===== config.mk =====
export PLATFORM = sky130hd
export DESIGN_NAME = div_scheduler_flat
export DESIGN_NICKNAME = d
export VERILOG_FILES = /design/src/rtl/div_sched_pkg.sv /design/src/rtl/div_scheduler_if.sv /design/src/rtl/div_result_cache.sv /design/src/rtl/div_scheduler.sv /design/src/flat_wrapper.sv
export SDC_FILE = /design/constraint.sdc
export NUM_CORES = 1
export LEC_CHECK = 0
export ABC_AREA = 1
export BUFFER_PORTS_ARGS = -buffer_cell sky130_fd_sc_hd__clkbuf_2
export CORE_MARGIN = 2
export CORE_UTILIZATION = 35
export CTS_BUF_LIST = sky130_fd_sc_hd__clkbuf_4 sky130_fd_sc_hd__clkbuf_8
export CTS_CLUSTER_SIZE = 12
export DETAILED_ROUTE_END_ITERATION = 8
export PLACE_DENSITY_LB_ADDON = 0.15
export SLEW_MARGIN = 20
export SYNTH_ARGS = -nofsm -noshare
export SYNTH_HDL_FRONTEND = slang
export SYNTH_SLANG_ARGS = --single-unit

===== constraint.sdc =====
create_clock -name clk -period 2.22 [get_ports clk]
set_input_delay 0 -clock clk [delete_from_list [all_inputs] [get_ports clk]]
set_output_delay 0 -clock clk [all_outputs]
set_load 0.1 [all_outputs]

===== src/rtl/div_sched_pkg.sv =====
// Shared types, operation codes and helpers for the two-requester divider scheduler.
// Optional result cache is enabled by defining DIV_RESULT_CACHE_EN.
package div_sched_pkg;

  localparam int unsigned NUM_REQ      = 2;
  localparam int unsigned DIV_OP_WIDTH = 2;

  typedef logic [DIV_OP_WIDTH-1:0] div_op_t;

  localparam div_op_t DIV_OP_DIV  = 2'd0;
  localparam div_op_t DIV_OP_DIVU = 2'd1;
  localparam div_op_t DIV_OP_REM  = 2'd2;
  localparam div_op_t DIV_OP_REMU = 2'd3;

  typedef enum logic [2:0] {
    S_IDLE,
    S_ISSUE,
    S_WAIT,
`ifdef DIV_RESULT_CACHE_EN
    S_CAPT,
`endif
    S_RESP
  } state_t;

  typedef struct packed {
    logic [31:0] dividend;
    logic [31:0] divisor;
    logic        sgn;
    logic [31:0] quot;
    logic [31:0] rem;
    logic        dbz;
  } cache_entry_t;

  // Companion operation sharing the same division: quotient <-> remainder.
  function automatic div_op_t pair_op(input div_op_t op);
    case (op)
      DIV_OP_DIV:  return DIV_OP_REM;
      DIV_OP_REM:  return DIV_OP_DIV;
      DIV_OP_DIVU: return DIV_OP_REMU;
      default:     return DIV_OP_DIVU;
    endcase
  endfunction

  function automatic logic op_signed(input div_op_t op);
    return (op == DIV_OP_DIV) || (op == DIV_OP_REM);
  endfunction

  function automatic logic op_is_rem(input div_op_t op);
    return (op == DIV_OP_REM) || (op == DIV_OP_REMU);
  endfunction

endpackage


===== src/rtl/div_scheduler_if.sv =====
// Requester and divider handshake bundle for div_scheduler.
// master = scheduler side, slave = requesters plus shared divider.
interface div_scheduler_if;
  import div_sched_pkg::*;

  logic [NUM_REQ-1:0]                   req_valid;
  logic [NUM_REQ-1:0][31:0]             req_dividend;
  logic [NUM_REQ-1:0][31:0]             req_divisor;
  logic [NUM_REQ-1:0][DIV_OP_WIDTH-1:0] req_op;
  logic [NUM_REQ-1:0]                   req_ready;
  logic [31:0]                          req_result;
  logic                                 req_dbz;

  logic                                 div_valid;
  logic [31:0]                          div_dividend;
  logic [31:0]                          div_divisor;
  logic [DIV_OP_WIDTH-1:0]              div_op;
  logic [31:0]                          div_result;
  logic                                 div_ready;
  logic                                 div_dbz;

  modport master (
    input  req_valid, req_dividend, req_divisor, req_op,
    output req_ready, req_result, req_dbz,
    output div_valid, div_dividend, div_divisor, div_op,
    input  div_result, div_ready, div_dbz
  );

  modport slave (
    output req_valid, req_dividend, req_divisor, req_op,
    input  req_ready, req_result, req_dbz,
    input  div_valid, div_dividend, div_divisor, div_op,
    output div_result, div_ready, div_dbz
  );

endinterface


===== src/rtl/div_result_cache.sv =====
// One-entry cache of the last completed division (both quotient and remainder).
module div_result_cache
  import div_sched_pkg::*;
(
  input  logic        clk,
  input  logic        resetn,
  input  logic        fill,
  input  logic [31:0] fill_dividend,
  input  logic [31:0] fill_divisor,
  input  logic        fill_signed,
  input  logic [31:0] fill_quot,
  input  logic [31:0] fill_rem,
  input  logic        fill_dbz,
  input  logic [31:0] lookup_dividend,
  input  logic [31:0] lookup_divisor,
  input  logic        lookup_signed,
  output logic        hit,
  output logic [31:0] hit_quot,
  output logic [31:0] hit_rem,
  output logic        hit_dbz
);

  cache_entry_t entry;
  logic         entry_valid;

  always_ff @(posedge clk or negedge resetn) begin
    if (!resetn) begin
      entry_valid <= 1'b0;
      entry       <= '0;
    end else if (fill) begin
      entry_valid <= 1'b1;
      entry       <= '{dividend: fill_dividend, divisor: fill_divisor, sgn: fill_signed,
                       quot: fill_quot, rem: fill_rem, dbz: fill_dbz};
    end
  end

  always_comb begin
    hit      = entry_valid && (entry.dividend == lookup_dividend) &&
               (entry.divisor == lookup_divisor) && (entry.sgn == lookup_signed);
    hit_quot = entry.quot;
    hit_rem  = entry.rem;
    hit_dbz  = entry.dbz;
  end

endmodule


===== src/rtl/div_scheduler.sv =====
// Round-robin scheduler sharing one iterative divider between two requesters.
// Define DIV_RESULT_CACHE_EN to add a one-entry quotient/remainder cache.
module div_scheduler
  import div_sched_pkg::*;
(
  input  logic            clk,
  input  logic            resetn,
  div_scheduler_if.master bus
);

  state_t      state, state_nx;
  logic        rr_ptr;
  logic        grant;
  logic        sel;
  logic [31:0] lat_dividend;
  logic [31:0] lat_divisor;
  div_op_t     lat_op;
  logic [31:0] resp_result;
  logic        resp_dbz;
  logic        hit;
  logic [31:0] hit_result;
  logic        hit_dbz;

  // A lone requester wins outright; a tie goes to rr_ptr.
  always_comb begin
    sel = rr_ptr;
    if (bus.req_valid == 2'b01) begin
      sel = 1'b0;
    end else if (bus.req_valid == 2'b10) begin
      sel = 1'b1;
    end
  end

`ifdef DIV_RESULT_CACHE_EN
  logic        cache_hit;
  logic        fill;
  logic [31:0] fill_quot;
  logic [31:0] fill_rem;
  logic [31:0] hit_quot;
  logic [31:0] hit_rem;

  // In CAPT the divider output shows the companion of the op captured in WAIT.
  assign fill       = (state == S_CAPT);
  assign fill_quot  = op_is_rem(lat_op) ? bus.div_result : resp_result;
  assign fill_rem   = op_is_rem(lat_op) ? resp_result : bus.div_result;
  assign hit        = cache_hit && (|bus.req_valid);
  assign hit_result = op_is_rem(bus.req_op[sel]) ? hit_rem : hit_quot;

  div_result_cache u_cache (
    .clk             (clk),
    .resetn          (resetn),
    .fill            (fill),
    .fill_dividend   (lat_dividend),
    .fill_divisor    (lat_divisor),
    .fill_signed     (op_signed(lat_op)),
    .fill_quot       (fill_quot),
    .fill_rem        (fill_rem),
    .fill_dbz        (resp_dbz),
    .lookup_dividend (bus.req_dividend[sel]),
    .lookup_divisor  (bus.req_divisor[sel]),
    .lookup_signed   (op_signed(bus.req_op[sel])),
    .hit             (cache_hit),
    .hit_quot        (hit_quot),
    .hit_rem         (hit_rem),
    .hit_dbz         (hit_dbz)
  );
`else
  assign hit        = 1'b0;
  assign hit_result = '0;
  assign hit_dbz    = 1'b0;
`endif

  always_comb begin
    state_nx = state;
    case (state)
      S_IDLE:  if (|bus.req_valid) state_nx = hit ? S_RESP : S_ISSUE;
      S_ISSUE: state_nx = S_WAIT;
`ifdef DIV_RESULT_CACHE_EN
      S_WAIT:  if (bus.div_ready) state_nx = S_CAPT;
      S_CAPT:  state_nx = S_RESP;
`else
      S_WAIT:  if (bus.div_ready) state_nx = S_RESP;
`endif
      S_RESP:  state_nx = S_IDLE;
      default: state_nx = S_IDLE;
    endcase
  end

  always_ff @(posedge clk or negedge resetn) begin
    if (!resetn) begin
      state        <= S_IDLE;
      rr_ptr       <= 1'b0;
      grant        <= 1'b0;
      lat_dividend <= '0;
      lat_divisor  <= '0;
      lat_op       <= '0;
      resp_result  <= '0;
      resp_dbz     <= 1'b0;
    end else begin
      state <= state_nx;
      if (state == S_IDLE && (|bus.req_valid)) begin
        grant        <= sel;
        rr_ptr       <= ~sel;
        lat_dividend <= bus.req_dividend[sel];
        lat_divisor  <= bus.req_divisor[sel];
        lat_op       <= bus.req_op[sel];
        if (hit) begin
          resp_result <= hit_result;
          resp_dbz    <= hit_dbz;
        end
      end
      if (state == S_WAIT && bus.div_ready) begin
        resp_result <= bus.div_result;
        resp_dbz    <= bus.div_dbz;
      end
    end
  end

  always_comb begin
    bus.req_ready    = '0;
    bus.req_result   = '0;
    bus.req_dbz      = 1'b0;
    bus.div_valid    = 1'b0;
    bus.div_dividend = lat_dividend;
    bus.div_divisor  = lat_divisor;
    bus.div_op       = lat_op;
    case (state)
      S_ISSUE: bus.div_valid = 1'b1;
`ifdef DIV_RESULT_CACHE_EN
      S_CAPT:  bus.div_op = pair_op(lat_op);
`endif
      S_RESP: begin
        bus.req_ready[grant] = 1'b1;
        bus.req_result       = resp_result;
        bus.req_dbz          = resp_dbz;
      end
      default: ;
    endcase
  end

endmodule


===== src/flat_wrapper.sv =====
// flat-port wrapper written by rule: the top's interface ports become plain ports
module div_scheduler_flat import div_sched_pkg::*;
  (clk, resetn, bus_req_valid, bus_req_dividend, bus_req_divisor, bus_req_op, bus_req_ready, bus_req_result, bus_req_dbz, bus_div_valid, bus_div_dividend, bus_div_divisor, bus_div_op, bus_div_result, bus_div_ready, bus_div_dbz);
  div_scheduler_if bus_i ();
  input  logic clk;
  input  logic resetn;
  input wire logic [$bits(bus_i.req_valid)-1:0] bus_req_valid;
  input wire logic [$bits(bus_i.req_dividend)-1:0] bus_req_dividend;
  input wire logic [$bits(bus_i.req_divisor)-1:0] bus_req_divisor;
  input wire logic [$bits(bus_i.req_op)-1:0] bus_req_op;
  output wire logic [$bits(bus_i.req_ready)-1:0] bus_req_ready;
  output wire logic [$bits(bus_i.req_result)-1:0] bus_req_result;
  output wire logic [$bits(bus_i.req_dbz)-1:0] bus_req_dbz;
  output wire logic [$bits(bus_i.div_valid)-1:0] bus_div_valid;
  output wire logic [$bits(bus_i.div_dividend)-1:0] bus_div_dividend;
  output wire logic [$bits(bus_i.div_divisor)-1:0] bus_div_divisor;
  output wire logic [$bits(bus_i.div_op)-1:0] bus_div_op;
  input wire logic [$bits(bus_i.div_result)-1:0] bus_div_result;
  input wire logic [$bits(bus_i.div_ready)-1:0] bus_div_ready;
  input wire logic [$bits(bus_i.div_dbz)-1:0] bus_div_dbz;
  assign bus_i.req_valid = bus_req_valid;
  assign bus_i.req_dividend = bus_req_dividend;
  assign bus_i.req_divisor = bus_req_divisor;
  assign bus_i.req_op = bus_req_op;
  assign bus_req_ready = bus_i.req_ready;
  assign bus_req_result = bus_i.req_result;
  assign bus_req_dbz = bus_i.req_dbz;
  assign bus_div_valid = bus_i.div_valid;
  assign bus_div_dividend = bus_i.div_dividend;
  assign bus_div_divisor = bus_i.div_divisor;
  assign bus_div_op = bus_i.div_op;
  assign bus_i.div_result = bus_div_result;
  assign bus_i.div_ready = bus_div_ready;
  assign bus_i.div_dbz = bus_div_dbz;
  div_scheduler u_core (.clk(clk), .resetn(resetn), .bus(bus_i));
endmodule

# Word-level counts from Yosys, hierarchy flattened
# Index checks and enable logic that the tools add are counted.
# word_totals
out_inout_bits,102
register_bits,104
inputBits,170
# op_classes
reduce_logical,6
n_mux,17
eq_ne,7
bitwise,1
order_cmp,3
# ops
operator,count
$mux W32,5
$pmux W3 S3,1
$eq A3 B2 Y1 const B,2
$mux W2,3
$mux W3,2
$mux W1,5
$lt A1 B2 Y1 const B,2
$ne A2 B2 Y1 const B,2
$eq A3 B1 Y1 const B,1
$logic_and A1 B1 Y1,3
$logic_not A3 Y1,1
$eq A2 B1 Y1 const B,1
$eq A2 B2 Y1 const B,1
$reduce_and A2 Y1,1
$reduce_or A2 Y1,1
$demux W1 S1,1
$ge A1 B1 Y1 const B,1
$not A1 Y1,1

# Depth between registers and ports, before layout
# Gate-level depths: netlist of the first run.
# logic_depth
depth_word,5
depth_mapped,8
mapped_depth_nobuf,6

# Least setup slack after synthesis of the first run
# OpenSTA, ideal clock, no wires.
# synth_path
path_type,flip-flop to output port
from,register u_core.state[0]
to,output port bus_req_ready[0]
setup_slack_ns,0.171
arrival_time_ns,2.049
path_stages_with_launch,5
n_path_buf,1
path_cell_list,dfrtp_1 -> ha_1 -> clkbuf_1 -> inv_1 -> nor2_1
# synth_via
elab_chain_cells,2
# synth_rtl
item,line,text
"start, declared",div_scheduler.sv:11,"state_t state, state_nx;"
"start signal, assigned",div_scheduler.sv:100,state <= state_nx;
$eq A3 B2 Y1,div_scheduler.sv:127,case (state)
$mux W2,div_scheduler.sv:127,
"end, declared",flat_wrapper.sv:11,output wire logic [$bits(bus_i.req_ready)-1:0] bus_req_ready;
# No other way between the ends.

# Worst setup path in the final report of the first run
# layout_path
from,register u_core.state[0]
to,register u_core.lat_dividend[29] (netlist: u_core.bus.div_dividend[29])
# layout_via
elab_chain_cells,2
# layout_rtl
item,line,text
$logic_not A3 Y1,div_scheduler.sv:101,if (state == S_IDLE && (|bus.req_valid)) begin
$logic_and A1 B1 Y1,div_scheduler.sv:101,
"end signal, assigned",div_scheduler.sv:104,lat_dividend <= bus.req_dividend[sel];
"end, declared",div_scheduler.sv:15,logic [31:0] lat_dividend;
# No other way between the ends.
# A chain may end at the register's enable or synchronous reset.

==> results of run 1 <==
## repair_timing
| item | in CTS | in global routing |
|---|---|---|
| setup endpoints to repair | 0 | 0 |
| resized for setup | 0 | 0 |
| endpoints found under the hold margin | 202 | 0 |
| hold buffers | 167 | 0 |
## worst reg2reg max path, stage by stage, from the launching register on
cell and delay [ps]:
dfrtp_1 410, inv_1 80, ha_1 250, nand2_2 100
buf_4 590, nand3_1 220, nand3_1 160
## final cells by class
type	instances	area, sq um
clock buffers	11	151
clock inverters	5	56.3
fillers	1145	5040
inverters	41	154
multi-input cells	425	2020
flip-flops and latches	103	2580
well taps	180	225
repair buffers	452	3710
## power by group through the flow
stage | Combinational (mW) | Sequential (mW) | Clock [mW]
final | 9.43 | 3.29 | 1.25
after global placement | 9.09 | 3.27 | 0
after detailed placement | 9.18 | 3.28 | 0
after global routing | 9.89 | 3.36 | 1.37
after CTS | 9.41 | 3.26 | 1.29
after floorplan | 3.24 | 7.07 | 0
## per-layer routing
| metal | GRT usage [%] | vias to the layer above |
|---|---|---|
| met5 | 0 | - |
| met4 | 13.2 | 0 |
| met3 | 7.97 | 85 |
| met2 | 44.2 | 445 |
| met1 | 30.2 | 2963 |
| li1 | - | 2907 |
## logic make-up after synthesis
family	count (synthesis)
buffers and inverters	98
adder cells (fa/ha/maj)	4
AND/OR/NAND/NOR	421
flip-flops	103
## synthesized netlist by cell type (all sizes together)
| master | n | area share (%) |
|---|---|---|
| dfrtp | 103 | 51 |
| nor2 | 4 | 0.30 |
| nand2 | 116 | 8.8 |
| nand3 | 301 | 30 |
| ha | 4 | 1.0 |
| buf | 33 | 3.6 |
| clkbuf | 24 | 1.8 |
| inv | 41 | 3.1 |
## layout by cell type (no fill, tap or decap)
cell type        n
buf_4           11
nand3_1        301
clkinv_2         2
bufinv_16        1
buf_12          39
nor2_1           4
dlygate4sd3_1  167
clkbuf_8        11
ha_1             4
nand2_1        112
clkinv_4         1
clkbuf_2       235
nand2_2          4
dfrtp_1        103
inv_1           39
inv_2            2
clkinvlp_4       1
## worst paths after layout
| check | cells past startpoint | to | from |
|---|---|---|---|
| max in group asynchronous | 3 | u_core.bus.div_divisor[21] | resetn |
| hold / removal | 5 | u_core.state[1] | bus_req_valid[0] |
| setup / recovery | 6 | u_core.bus.div_dividend[29] | u_core.state[0] |
| hold reg to reg | 2 | u_core.resp_dbz | u_core.resp_dbz |
| setup reg to reg | 6 | u_core.bus.div_dividend[29] | u_core.state[0] |
| min in group asynchronous | 3 | u_core.bus.div_divisor[12] | resetn |
## sequential cells by signal, indices dropped and copies added, names as in the netlist
name                     flops
u_core.bus.div_dividend     32
u_core.bus.div_divisor      32
u_core.resp_result          32
u_core.bus.div_op            2
u_core.state                 2
u_core.grant                 1
u_core.resp_dbz              1
u_core.rr_ptr                1
==> results.tsv, run 1 <==
stage	metric	value	unit
global_route	grt_pass1_vias	6429	
timing	hold_slack	40.3	ps
placement	detailedPlace.worstSlack	432	ps
layout	nNetsFinal	1206	
power	intPower	5.39	mW
timing	finalWorstSetupSlack	348	ps
global_route	track_usage	26.3	%
power	total_power	14.0	mW
cts	clock_sinks	103	
timing	min_period_over_period	84.3	%
critical_path	critPathBufInv	2	
route	routed_wl	20200	um
route	wl_met2	10100	um
critical_path	cp_common_cell	nand3_1	
cts	clk_pin_slew_worst_paths	100	ps
layout	final_cell_area	8890	sq um
timing	fin_crit	1870	ps
layout	layout-drive-gt1-share	29.6	%
power	power_density	1570	nW/um^2
synth	synth_top_family_by_area	simple AND/OR/NAND/NOR gates	
floorplan	die_h	124	um
route	drt-initial-drc-count	663	
timing	rsz0062_at_grt	no	
placement	gp_congestion	0.818	
floorplan	die_x	124	um
floorplan	rows	43	
timing	final.setup.tns	0	ps
route	post_drt_via_cell_ratio	5.26	
route	num_vias	6400	
synth	synth_nets	800	
placement	hpwl	11700	um
cts	cts_made_buffers	9	
global_route	grt_pass1_wl	31200	um
timing	tightestPinTransition	763	ps
global_route	grt_max_degree	69	
synth	yosysSeqAreaShare	51.4	%
critical_path	required	2540	ps
cts	clk-insertion-delay-late	380	ps
synth	synthMuxAreaShare	0	%
critical_path	cp_cell_sequence	inv_1, ha_1, nand2_2, buf_4, nand3_1, nand3_1	
critical_path	slowest_stage	buf_4	
power	power_frac_seq	23.5	%
min_path	hold_path_class	input pin to flip-flop	
cts	cts_tree	built	
power	ir_worst_vdd	1.08	mV
placement	numPortBuffers	271	
cts	post-cts-setup-buffer-count	0	
power	leakage	4.75	nW
run_status	status	finished, final reports clean	
floorplan	design.portCount	272	
layout	fin_util	63.8	%
cts	clockBufferDepth	2	
flow_run	maxCapViolations	0	
critical_path	path_max_fanout	68	
floorplan	core_area	13900	sq um
timing	finClkSkew	10.8	ps
critical_path	max_stage_delay	590	ps
floorplan	start_util	36.0	%
global_route	gr-total-overflow	0	
critical_path	crit_family	buffers and inverters	
timing	finalMaxSlewViolations	0	
global_route	antenna_found_initial	0	
cts	clock-root-buffer	clkbuf_8	
timing	setup_violations	0	
timing	slew-limit-headroom	49.1	%
synth	synthAdderAreaFrac	0.998	%
route	wire_per_inst	16.6	um
route	top_layer	met4	
layout	instances_no_fill	1217	
route	met1_length	7320	um
floorplan	dieArea	15300	sq um
route	ant_nets	0	
synth	ys_warn_count	0	
critical_path	worst_ep_arrival_time	2190	ps
power	p_comb_share	67.5	%
synth	ys_types	12	
layout	antenna_cells	0	
critical_path	worstSetupEndpointType	flip-flop	
placement	dp.cells	1034	
synth	synthSimpleGateAreaFrac	39.1	%
synth	synth-seq-cells	103	
timing	max_freq	534	MHz
synth	syn_area_per_cell	8.01	sq um
critical_path	rrSetupSlack	350	ps
synth	syn_inst	626	
power	p_sw_share	61.4	%
critical_path	path_class	flip-flop to flip-flop	
power	pwr-share-clk	9.0	%
synth	synth_area	5020	sq um
cts	h-tree-depth	3	
synth	synthXorXnorAreaFrac	0	%
placement	place_area	7010	sq um
layout	syn_to_final_growth	77.3	%
synth	synth_compound_area_share	0	%
critical_path	crit_path_start_kind	flip-flop	
timing	hold_viol	0	
route	drtPass1Iterations	5	
route	met3_wirelength	1990	um
power	p_sw	8.57	mW
route	drc	0	
(Power assumes the default switching activity.)
==> run 2: changes to the inputs <==
==> constraint.sdc (replaced) <==
create_clock -name clk -period 1.6 [get_ports clk]
set_input_delay 0 -clock clk [delete_from_list [all_inputs] [get_ports clk]]
set_output_delay 0 -clock clk [all_outputs]
set_load 0.1 [all_outputs]
==> results.tsv, run 2 (same netlist as run 1, synthesis figures left out) <==
stage	metric	value	unit
layout	layout-drive-gt1-share	35.9	%
timing	min_period_over_period	102	%
layout	instances_no_fill	1228	
cts	cts_made_buffers	9	
critical_path	worstSetupEndpointType	output port	
critical_path	rrSetupSlack	90	ps
floorplan	rows	43	
critical_path	startpoint	u_core.state[1]	
global_route	grt_max_degree	104	
layout	nNetsFinal	1216	
layout	layout_commonest_cell	nand3_1	
cts	cts_tree	built	
timing	finalWorstSetupSlack	-33.2	ps
min_path	hold_path_class	input pin to flip-flop	
timing	finClkSkew	11.5	ps
timing	max_freq	612	MHz
cts	clk-insertion-delay-late	390	ps
timing	slew-limit-headroom	58.7	%
layout	multi_input_area	2100	sq um
timing	rsz0062_at_grt	yes	
placement	hpwl	11600	um
floorplan	core_area	13900	sq um
global_route	grt_pass1_wl	31700	um
power	leakage	4.60	nW
run_status	violations	setup timing	
placement	dp.cells	1036	
route	routed_wl	21600	um
global_route	gr-total-overflow	0	
placement	gp_congestion	0.833	
critical_path	reg2reg_to	u_core.bus.div_divisor[10]	
timing	finalMaxSlewViolations	0	
layout	fin_util	67.3	%
route	num_vias	6645	
floorplan	die_x	124	um
route	wire_per_inst	17.6	um
critical_path	crit_path_start_kind	flip-flop	
layout	syn_to_final_growth	86.9	%
cts	clock-root-buffer	clkbuf_8	
layout	final_cell_area	9370	sq um
timing	hold_viol	0	
critical_path	path_class	flip-flop to output port	
critical_path	r2r-start	u_core.state[0]	
timing	tightestPinTransition	619	ps
route	drt-initial-drc-count	712	
placement	numPortBuffers	271	
cts	clk_pin_slew_worst_paths	100	ps
layout	area.sequential	2580	sq um
cts	clockBufferDepth	2	
floorplan	dieArea	15300	sq um
global_route	track_usage	26.7	%
timing	setup_violations	11	
power	ir_worst_vdd	1.68	mV
global_route	antenna_found_initial	1	
layout	final_cell_mix	nand3_1, clkbuf_2, dlygate4sd3_1	
power	power_density	2190	nW/um^2
critical_path	reg2regPathDepth	6	
flow_run	maxCapViolations	0	
route	drtPass1Iterations	6	
global_route	grt_pass1_vias	6554	
layout	nFillCells	1070	
critical_path	required	1600	ps
placement	place_area	7220	sq um
critical_path	worst_ep_arrival_time	1630	ps
cts	clock_sinks	103	
run_status	status	finished, violations left	
critical_path	crit_end	bus_req_result[13]	
floorplan	design.portCount	272	
route	ant_nets	0	
route	post_drt_via_cell_ratio	5.41	
critical_path	path_max_fanout	18	
route	drc	0	
timing	fin_crit	1630	ps
cts	h-tree-depth	3	
floorplan	die_h	124	um
floorplan	start_util	36.0	%
run 2: cell type report:
type / count / share of cell area (%)
Antenna cell: 1 / 0.0267
Clock buffer: 13 / 1.78
Clock inverter: 3 / 0.694
Inverter: 41 / 2.92
Multi-Input combinational cell: 425 / 22.4
Sequential cell: 103 / 27.5
Tap cell: 180 / 2.40
Timing Repair Buffer: 462 / 42.3
run 2: worst min-delay path by stage:
stage	endpoint	cells after the start	slack (ps)	from
after floorplan	u_core.bus.div_dividend[0]	0	-300	resetn
after global routing	u_core.resp_result[22]	3	70	bus_div_ready
after global placement	u_core.resp_result[17]	2	110	resetn
after CTS	u_core.resp_result[22]	3	40	bus_div_ready
after detailed placement	u_core.resp_result[17]	2	120	resetn
final	u_core.resp_result[22]	3	60	bus_div_ready
run 2: metal layers:
| layer | wire length, um | GRT usage [%] | up-vias |
|---|---|---|---|
| met2 | 10200 | 44.2 | 514 |
| met1 | 8160 | 31.8 | 3065 |
| met4 | 1200 | 14.3 | 0 |
| li1 | - | - | 2930 |
| met5 | 0 | 0 | - |
| met3 | 2070 | 7.01 | 136 |
run 2: power by group:
part	switching (mW)	leakage, nW	internal [mW]
logic	10.6	3.19	3.43
clock network	0.911	0.120	1.00
registers	0.793	1.29	3.81
run 2: through the flow:
| step | setup TNS [ps] | total power [mW] | setup WS [ps] | hold slack (ps) |
|---|---|---|---|---|
| global placement | 0 | 17.4 | 101 | 115 |
| floorplan | 0 | 14.4 | 0.428 | -296 |
| global route | -1460 | 21.4 | -80.7 | 69.7 |
| CTS | -448 | 20.1 | -37.0 | 39.6 |
| detailed placement | 0 | 17.6 | 27.6 | 116 |
| finish | -253 | 20.6 | -33.2 | 62.3 |
run 2: timing repair:
item,4_1_cts,5_1_grt
pin swaps,1,0
hold endpoints to repair,202,0
endpoints found under the setup margin,36,93
resized for setup,20,19
setup buffers,4,0
gates cloned,1,4
hold buffers,166,0
run 2: worst max-delay path: stages, from the launching register on:
cell        delay [ps]
dfrtp_2            460
ha_4               210
buf_12             170
nand2_1            110
clkinvlp_4         110
buf_12             170
